**src/rtl/scpu_pkg.sv**
```systemverilog
// Shared definitions for the memory-bus arbiter.
// Contents: FSM state encoding, master IDs and memory-strobe bit positions.
package scpu_pkg;

  localparam int DATA_W_DEF = 8;
  localparam int ADDR_W_DEF = 16;

  typedef enum logic [1:0] {
    S_IDLE   = 2'd0,
    S_SETUP  = 2'd1,
    S_ACCESS = 2'd2,
    S_DONE   = 2'd3
  } state_e;

  typedef enum logic {
    M_CPU = 1'b0,
    M_DMA = 1'b1
  } master_e;

  // Bit positions inside the registered memory-strobe vector.
  localparam int MEM_CE = 0;
  localparam int MEM_OE = 1;
  localparam int MEM_R  = 2;
  localparam int MEM_W  = 3;
  localparam int STRB_W = 4;

  function automatic master_e other_master(input master_e m);
    return (m == M_CPU) ? M_DMA : M_CPU;
  endfunction

endpackage

```
**src/rtl/rr_arbiter2.sv**
```systemverilog
// Two-requester round-robin arbiter: one-hot grant, bit 0 = CPU, bit 1 = DMA.
// On contention the master named by prio wins.
module rr_arbiter2
  import scpu_pkg::*;
(
  input  logic [1:0] req,
  input  master_e    prio,
  output logic [1:0] grant
);

  always_comb begin
    // NOTE: assign a default before any branch so no latch is inferred.
    grant = req;
    if (req == 2'b11) begin
      grant = (prio == M_CPU) ? 2'b01 : 2'b10;
    end
  end

endmodule

```
**src/rtl/mem_bus_arbiter.sv**
```systemverilog
// Shares one memory port between the CPU and a DMA master.
// Each access runs a fixed SETUP -> ACCESS -> DONE sequence.
module mem_bus_arbiter
  import scpu_pkg::*;
#(
  parameter int DATA_W = DATA_W_DEF,
  parameter int ADDR_W = ADDR_W_DEF
) (
  input  logic              clk,
  input  logic              rst_n,
  input  logic              cpu_req,
  input  logic              cpu_we,
  input  logic [ADDR_W-1:0] cpu_addr,
  input  logic [DATA_W-1:0] cpu_wdata,
  output logic [DATA_W-1:0] cpu_rdata,
  output logic              cpu_ack,
  input  logic              dma_req,
  input  logic              dma_we,
  input  logic [ADDR_W-1:0] dma_addr,
  input  logic [DATA_W-1:0] dma_wdata,
  output logic [DATA_W-1:0] dma_rdata,
  output logic              dma_ack,
  output logic              mem_ce,
  output logic              mem_r,
  output logic              mem_oe,
  output logic              mem_w,
  output logic [ADDR_W-1:0] mem_addr,
  output logic [DATA_W-1:0] mem_wdata,
  input  logic [DATA_W-1:0] mem_rdata
);

  state_e            state;
  master_e           winner;
  master_e           prio;
  logic              we_q;
  logic [STRB_W-1:0] strb;
  logic [1:0]        grant;
  logic              sel_we;
  logic [ADDR_W-1:0] sel_addr;
  logic [DATA_W-1:0] sel_wdata;

  rr_arbiter2 u_arb (
    .req   ({dma_req, cpu_req}),
    .prio  (prio),
    .grant (grant)
  );

  always_comb begin
    sel_we    = cpu_we;
    sel_addr  = cpu_addr;
    sel_wdata = cpu_wdata;
    if (grant[1]) begin
      sel_we    = dma_we;
      sel_addr  = dma_addr;
      sel_wdata = dma_wdata;
    end
  end

  assign mem_ce = strb[MEM_CE];
  assign mem_oe = strb[MEM_OE];
  assign mem_r  = strb[MEM_R];
  assign mem_w  = strb[MEM_W];

  always_ff @(posedge clk or negedge rst_n) begin
    if (!rst_n) begin
      // NOTE: non-blocking assignments so every register samples pre-edge values.
      state     <= S_IDLE;
      winner    <= M_CPU;
      prio      <= M_CPU;
      we_q      <= 1'b0;
      strb      <= '0;
      mem_addr  <= '0;
      mem_wdata <= '0;
      cpu_ack   <= 1'b0;
      dma_ack   <= 1'b0;
      cpu_rdata <= '0;
      dma_rdata <= '0;
    end else begin
      cpu_ack <= 1'b0;
      dma_ack <= 1'b0;
      case (state)
        S_IDLE: begin
          if (grant != 2'b00) begin
            winner       <= grant[1] ? M_DMA : M_CPU;
            we_q         <= sel_we;
            mem_addr     <= sel_addr;
            mem_wdata    <= sel_wdata;
            strb[MEM_CE] <= 1'b1;
            strb[MEM_R]  <= !sel_we;
            strb[MEM_W]  <= sel_we;
            state        <= S_SETUP;
          end
        end
        S_SETUP: begin
          // Reads swap the address strobe for output enable; writes keep w held.
          strb[MEM_R]  <= 1'b0;
          strb[MEM_OE] <= !we_q;
          state        <= S_ACCESS;
        end
        S_ACCESS: begin
          strb <= '0;
          if (winner == M_CPU) begin
            cpu_ack <= 1'b1;
            if (!we_q) cpu_rdata <= mem_rdata;
          end else begin
            dma_ack <= 1'b1;
            if (!we_q) dma_rdata <= mem_rdata;
          end
          state <= S_DONE;
        end
        S_DONE: begin
          prio  <= other_master(winner);
          state <= S_IDLE;
        end
        default: state <= S_IDLE;
      endcase
    end
  end

endmodule
```
**config.mk**
```make
export PLATFORM = sky130hd
export DESIGN_NAME = mem_bus_arbiter
export DESIGN_NICKNAME = d
export VERILOG_FILES = /design/src/rtl/scpu_pkg.sv /design/src/rtl/rr_arbiter2.sv /design/src/rtl/mem_bus_arbiter.sv
export SDC_FILE = /design/constraint.sdc
export NUM_CORES = 1
export LEC_CHECK = 0
export ABC_CLOCK_PERIOD_IN_PS = 4100
export CAP_MARGIN = 10
export CORE_MARGIN = 1.5
export CORE_UTILIZATION = 44
export DETAILED_ROUTE_END_ITERATION = 8
export PLACE_DENSITY_LB_ADDON = 0.3
export SLEW_MARGIN = 20
export SYNTH_ARGS = -nofsm -noshare
export SYNTH_HDL_FRONTEND = slang
export SYNTH_SLANG_ARGS = --single-unit
```
**constraint.sdc**
```tcl
create_clock -name clk -period 4.1 [get_ports clk]
set_input_delay 0.41 -clock clk [delete_from_list [all_inputs] [get_ports clk]]
set_output_delay 0.41 -clock clk [all_outputs]
set_load 0.02 [all_outputs]
```
==> impl_metrics.ini, run 1 <==
[clock_tree]
numCtsBuffers = 5
cts_resized = 0
root_buffer = clkbuf_8
clk_latency_ns = 0.29
cts_max_path_buffers = 2
postCtsSetupBuffers = 0
cts_hold_buffers = 0
cts.sink_count = 51
tritoncts = done
clkTransAtPathRegs_ns = 0.09
htree_levels = 2

[global_route]
grt_overflow_total = 0
grt_pass1_wl_um = 8950
antenna_found_initial = 0
grt_use_total_pct = 20.3
first_global_vias = 1950
grt_max_degree = 52

[placement]
gp_congestion = 0.784
port_buffers = 107
hpwl_um = 4160

[route]
drcViolationCount = 0
drtIter0Drc = 149
drt-wirelength-per-cell_um = 15.2
wirelength_um = 5980
wl_met2_um = 2890
dr_total_vias = 2121
top_layer = met4
antenna_left = 0
dr.pass1.iters = 4
viasPerCell = 5.40
wl_met3_um = 509
route.layer.met1.wl_um = 2530

[yosys]
synth_cell_type_count = 30
synthArstFlopShare_pct = 100
synth_edf_count = 0
netlist_top_cells_count = dfrtp_1, nor2_1, a21oi_1, o21ai_0, a31oi_1
synthCells = 224
synth.area.top_cells = dfrtp_1, mux2_2, a31oi_1
yosysSeqAreaShare_pct = 55.0
synth_top_cell_area_share_pct = 55.0
yosys_warnings = 0
mappedNetlistArea_um2 = 2320
ys.flop_type = dfrtp_1
yosysTopAreaCell = dfrtp_1
postSynthAreaPerCell_um2 = 10.4
ys_ff_latch = 51
synthMostInstantiatedCell = dfrtp_1
syn_nets = 290

[power]
p_sw_w = 0.00102
switching_share_pct = 39.3
leakagePower_nw = 1.39
p_clk_share_pct = 10.5
power_frac_seq_pct = 35.1
ir_worst_vdd_uv = 341
p_int_w = 0.00156
powerDensity_nw_per_um2 = 739
p_comb_share_pct = 54.4
finalPower_w = 0.00258

[critical_path]
reg2reg_depth = 5
path_max_fanout = 33
path_cells = clkdlybuf4s50_1 -> buf_4 -> o21a_1 -> o21ai_0 -> o22a_1
path_delay_family = compound AO/OA/AOI/OAI gates
critical_path_class = primary input to flop
max_stage_delay_ns = 0.84
timing.rr.end = we_q
crit_path_end_kind = flop
reg2reg_from = state[0]
r2r_slack_ns = 1.88
worstPathRequired_ns = 4.29
slowest_stage = o21a_1
crit_buf_inv = 2
start_kind = primary input
arrival_ns = 2.45

[timing]
relSlewSlack_pct = 33.3
fin_setup_tns_ns = 0
slew_viol_final = 0
rsz0062_at_grt = false
tightestPinTransition_ns = 1.00
fin_crit_ns = 2.26
hold_slack_ns = 0.219
finalHoldViolations = 0
finalClockSkew_ns = 0.00681
clock.fmax_mhz = 443
layout_worst_path_cycle_share_pct = 55.0
setup_viol = 0

[die]
core_um2 = 5110
initial_core_util_pct = 45.4
dieArea_um2 = 5720
die_x_um = 75.6
rows = 26
die_h_um = 75.6
ios = 108

[cells_and_area]
areaGrowthSynthToFinish_pct = 50.4
drive_gt1_share_pct = 9.60
antenna_cells = 0
layout.nets = 388

[job]
maxCapViolations = 0

[worst_hold_path]
min_path_type = primary input to async pin

[outcome]
status = finished, final reports clean
[cells in the final DEF (no fill, tap or decap), types with 2 or more instances in the layout]
cell type / instances
dfrtp_1: 51
clkbuf_1: 2
clkdlybuf4s50_1: 106
o21ai_0: 27
inv_1: 4
clkbuf_8: 5
a21oi_1: 27
ha_1: 4
a31oi_1: 25
nor2_1: 31
buf_4: 2
mux2_2: 18
[flip-flops by register name, indices dropped and copies added (netlist names)]
name and cells:
mem_addr 16, cpu_rdata 8, dma_rdata 8, mem_wdata 8
strb 4, state 2, cpu_ack 1, dma_ack 1
prio 1, we_q 1, winner 1
[area by class of cell]
cell class                      count  area [um2]
Tap cell                           70        87.6
Fill cell                         419        1620
Multi-Input combinational cell    151         948
Sequential cell                    51        1280
Timing Repair Buffer              109        1080
Clock inverter                      1        5.00
Clock buffer                        7        76.3
Inverter                            4        15.0
[power by group through the flow]
| stage | clock [W] | sequential (W) | combinational (W) |
|---|---|---|---|
| 2_1_floorplan | 0 | 0.00117 | 0.000519 |
| 3_3_place_gp | 0 | 0.000906 | 0.00138 |
| 3_5_place_dp | 0 | 0.000913 | 0.00141 |
| 4_1_cts | 0.000280 | 0.000906 | 0.00141 |
| 5_1_grt | 0.000297 | 0.000933 | 0.00152 |
| 6_report | 0.000272 | 0.000905 | 0.00140 |
[how the worst max path moves through the flow]
stage | start | end | cells after the start
after CTS | dma_req | we_q | 5
after global placement | dma_req | we_q | 5
after detailed placement | dma_req | we_q | 5
after floorplan | state[0] | cpu_rdata[0] | 5
after global routing | dma_req | we_q | 5
final | dma_req | we_q | 5
[cell families (layout without fill, tap and decap cells)]
| logic type | after synthesis | count (layout) | synth area share [%] |
|---|---|---|---|
| compound gates | 86 | 86 | 21.0 |
| fa+ha+maj | 4 | 4 | 2.16 |
| buf+inv | 22 | 121 | 4.26 |
| flops | 51 | 51 | 55.0 |
| mux | 18 | 18 | 8.73 |
| simple gates | 43 | 43 | 8.89 |
[routing by layer]
metal / GRT usage, % / vias to the layer above
li1: - / 1000
met3: 4.23 / 7
met5: 0 / -
met2: 35.1 / 109
met4: 4.17 / 0
met1: 26.7 / 1005
[metrics by stage]
step,cell area [um2],instances,worst slack [ns],util (%)
6_report,3490,393,1.84,68.3
5_1_grt,3490,393,1.69,68.3
4_1_cts,3490,393,1.85,68.3
3_5_place_dp,3410,385,1.52,66.7
3_3_place_gp,3410,385,1.57,66.7
2_1_floorplan,2320,224,2.46,-
Power figures use the tool's default switching activity.
==> run 2, diff against run 1 <==
--- a/config.mk
+++ b/config.mk
@@ -5,10 +5,10 @@
 export SDC_FILE = /design/constraint.sdc
 export NUM_CORES = 1
 export LEC_CHECK = 0
-export ABC_CLOCK_PERIOD_IN_PS = 4100
+export ABC_CLOCK_PERIOD_IN_PS = 1850
 export CAP_MARGIN = 10
 export CORE_MARGIN = 1.5
-export CORE_UTILIZATION = 44
+export CORE_UTILIZATION = 37
 export DETAILED_ROUTE_END_ITERATION = 8
 export PLACE_DENSITY_LB_ADDON = 0.3
 export SLEW_MARGIN = 20
==> constraint.sdc (replaced) <==
create_clock -name clk -period 1.85 [get_ports clk]
set_input_delay 0.185 -clock clk [delete_from_list [all_inputs] [get_ports clk]]
set_output_delay 0.185 -clock clk [all_outputs]
set_load 0.02 [all_outputs]
==> impl_metrics.ini, run 2 (synthesized netlist as in run 1, its figures left out) <==
[critical_path]
cp-endpoint = cpu_rdata[0]
path_cells = inv_1 -> ha_1 -> inv_1 -> nor3_4 -> mux2_2
critical_path_class = flop to flop
critPathLaunch = state[0]
critPathMostFrequentCell = inv_1
reg2reg_depth = 5
slowest_stage = mux2_2
arrival_ns = 1.90
start_kind = flop
worstPathRequired_ns = 2.04
max_stage_delay_ns = 0.40
r2r_slack_ns = 0.14
path_max_fanout = 8
crit_path_end_kind = flop
timing.rr.end = cpu_rdata[0]
reg2reg_from = state[0]

[power]
switching_share_pct = 38.0
p_sw_w = 0.00235
ir_worst_vdd_uv = 801
p_int_w = 0.00383
powerDensity_nw_per_um2 = 1690
leakagePower_nw = 1.48
p_clk_share_pct = 14.7
p_comb_share_pct = 52.7
power_frac_seq_pct = 32.6

[route]
route.layer.met1.wl_um = 2970
dr.pass1.iters = 4
drt-wirelength-per-cell_um = 16.0
wl_met2_um = 3120
top_layer = met4
wirelength_um = 6600
antenna_left = 0
drcViolationCount = 0
wl_met3_um = 461
drtIter0Drc = 160
viasPerCell = 5.33
dr_total_vias = 2195

[placement]
hpwl_um = 4840
gp_congestion = 0.845
placed_cell_area_um2 = 3510
port_buffers = 107
pre_cts_ws_ns = 0.0870

[global_route]
antenna_found_initial = 0
grt_pass1_wl_um = 10300
grt_max_degree = 26
grt_overflow_total = 0
first_global_vias = 2110
grt_use_total_pct = 19.7

[timing]
fin_setup_tns_ns = 0
fin_crit_ns = 1.71
hold_slack_ns = 0.333
finalClockSkew_ns = 0.00296
rsz0062_at_grt = false
tightestPinTransition_ns = 0.675
finalHoldViolations = 0
clock.fmax_mhz = 585
setup_viol = 0
layout_worst_path_cycle_share_pct = 92.3
finalWorstSetupSlack_ns = 0.142
slew_viol_final = 0
relSlewSlack_pct = 55.0

[die]
die_h_um = 82.2
ios = 108
core_um2 = 5990
die_x_um = 82.2
initial_core_util_pct = 38.7
rows = 28
dieArea_um2 = 6760

[clock_tree]
tritoncts = done
clkTransAtPathRegs_ns = 0.09
htree_levels = 2
numCtsBuffers = 5
postCtsSetupBuffers = 0
cts.sink_count = 51
cts_max_path_buffers = 2
clk_latency_ns = 0.30
root_buffer = clkbuf_8

[cells_and_area]
areaGrowthSynthToFinish_pct = 57.6
mostFrequentLayoutCells = clkdlybuf4s50_1, dfrtp_1, nor2_1, o21ai_0, a21oi_1
mostFrequentLayoutCell = clkdlybuf4s50_1
antenna_cells = 0
fin_area_um2 = 3660
largest_register_ffs = 16
drive_gt1_share_pct = 13.6
layout.nets = 402
top_register = mem_addr

[outcome]
status = finished, final reports clean

[job]
maxCapViolations = 0

[worst_hold_path]
min_path_type = primary input to async pin
==> run 2: cell count changes in the layout (fill, tap and decap cells not counted) <==
| cell | previous run | this run |
|---|---|---|
| bufinv_16 | 0 | 2 |
| clkinvlp_4 | 0 | 1 |
| dlygate4sd3_1 | 0 | 1 |
| buf_4 | 2 | 15 |
| clkinv_2 | 1 | 0 |
| clkbuf_1 | 2 | 0 |
==> run 2: worst min-delay path by stage <==
stage / startpoint / endpoint / slack (ns) / cells after the start
6_report: rst_n / dma_rdata[2] / 0.33 / 2
3_3_place_gp: rst_n / dma_rdata[2] / 0.13 / 1
5_1_grt: rst_n / dma_rdata[2] / 0.36 / 2
3_5_place_dp: rst_n / dma_rdata[2] / 0.12 / 1
2_1_floorplan: rst_n / cpu_ack / -0.11 / 0
4_1_cts: rst_n / dma_rdata[2] / 0.34 / 2
==> run 2: timing repair <==
item,CTS,global route
hold buffers,1,0
resized for setup,0,0
hold endpoints to repair,15,0
setup endpoints to repair,0,8
==> run 2: power by group through the flow <==
stage	Sequential (W)	Combinational, W	Clock (W)
after floorplan	0.00260	0.00115	0
after global placement	0.00201	0.00319	0
after detailed placement	0.00204	0.00327	0
after CTS	0.00202	0.00328	0.000928
after global routing	0.00207	0.00353	0.000977
final	0.00202	0.00325	0.000911
==> run 2: routing by layer <==
metal  up-vias  track usage, %
met1      1066            26.5
met4         0            5.42
li1       1029               -
met3         6            4.18
met2        94            32.2
met5         -               0
==> run 2: per-stage QoR <==
stage / std cells / utilization (%) / total power, W
6_report: 412 / 61.1 / 0.00618
4_1_cts: 412 / 61.1 / 0.00623
2_1_floorplan: 224 / - / 0.00375
3_3_place_gp: 403 / 58.6 / 0.00520
3_5_place_dp: 403 / 58.6 / 0.00531
5_1_grt: 412 / 61.1 / 0.00658
==> run 2: cell type report <==
| cell class | instances | area [um2] |
|---|---|---|
| multi-input combinational | 151 | 948 |
| inverter | 4 | 15.0 |
| sequential | 51 | 1280 |
| clock inverter | 3 | 67.6 |
| fill | 510 | 2330 |
| clock buffer | 5 | 68.8 |
| timing repair buffer | 123 | 1190 |
| tap | 75 | 93.8 |
==> run 2: worst max-delay path: cells and delay by family (launching register included) <==
| kind | cells | cell delay, ns |
|---|---|---|
| muxes | 1 | 0.40 |
| DFF | 1 | 0.39 |
| adders and majority gates | 1 | 0.21 |
| and+or+nand+nor | 1 | 0.37 |
| buffers and inverters | 2 | 0.24 |
==> run 3, diff against run 2 <==
--- a/config.mk
+++ b/config.mk
@@ -6,7 +6,7 @@
 export NUM_CORES = 1
 export LEC_CHECK = 0
 export ABC_CLOCK_PERIOD_IN_PS = 1850
-export CAP_MARGIN = 10
+export CAP_MARGIN = 30
 export CORE_MARGIN = 1.5
 export CORE_UTILIZATION = 37
 export DETAILED_ROUTE_END_ITERATION = 8
==> results of run 3 <==
Final layout, timing and power as in run 2 (identical DEF).
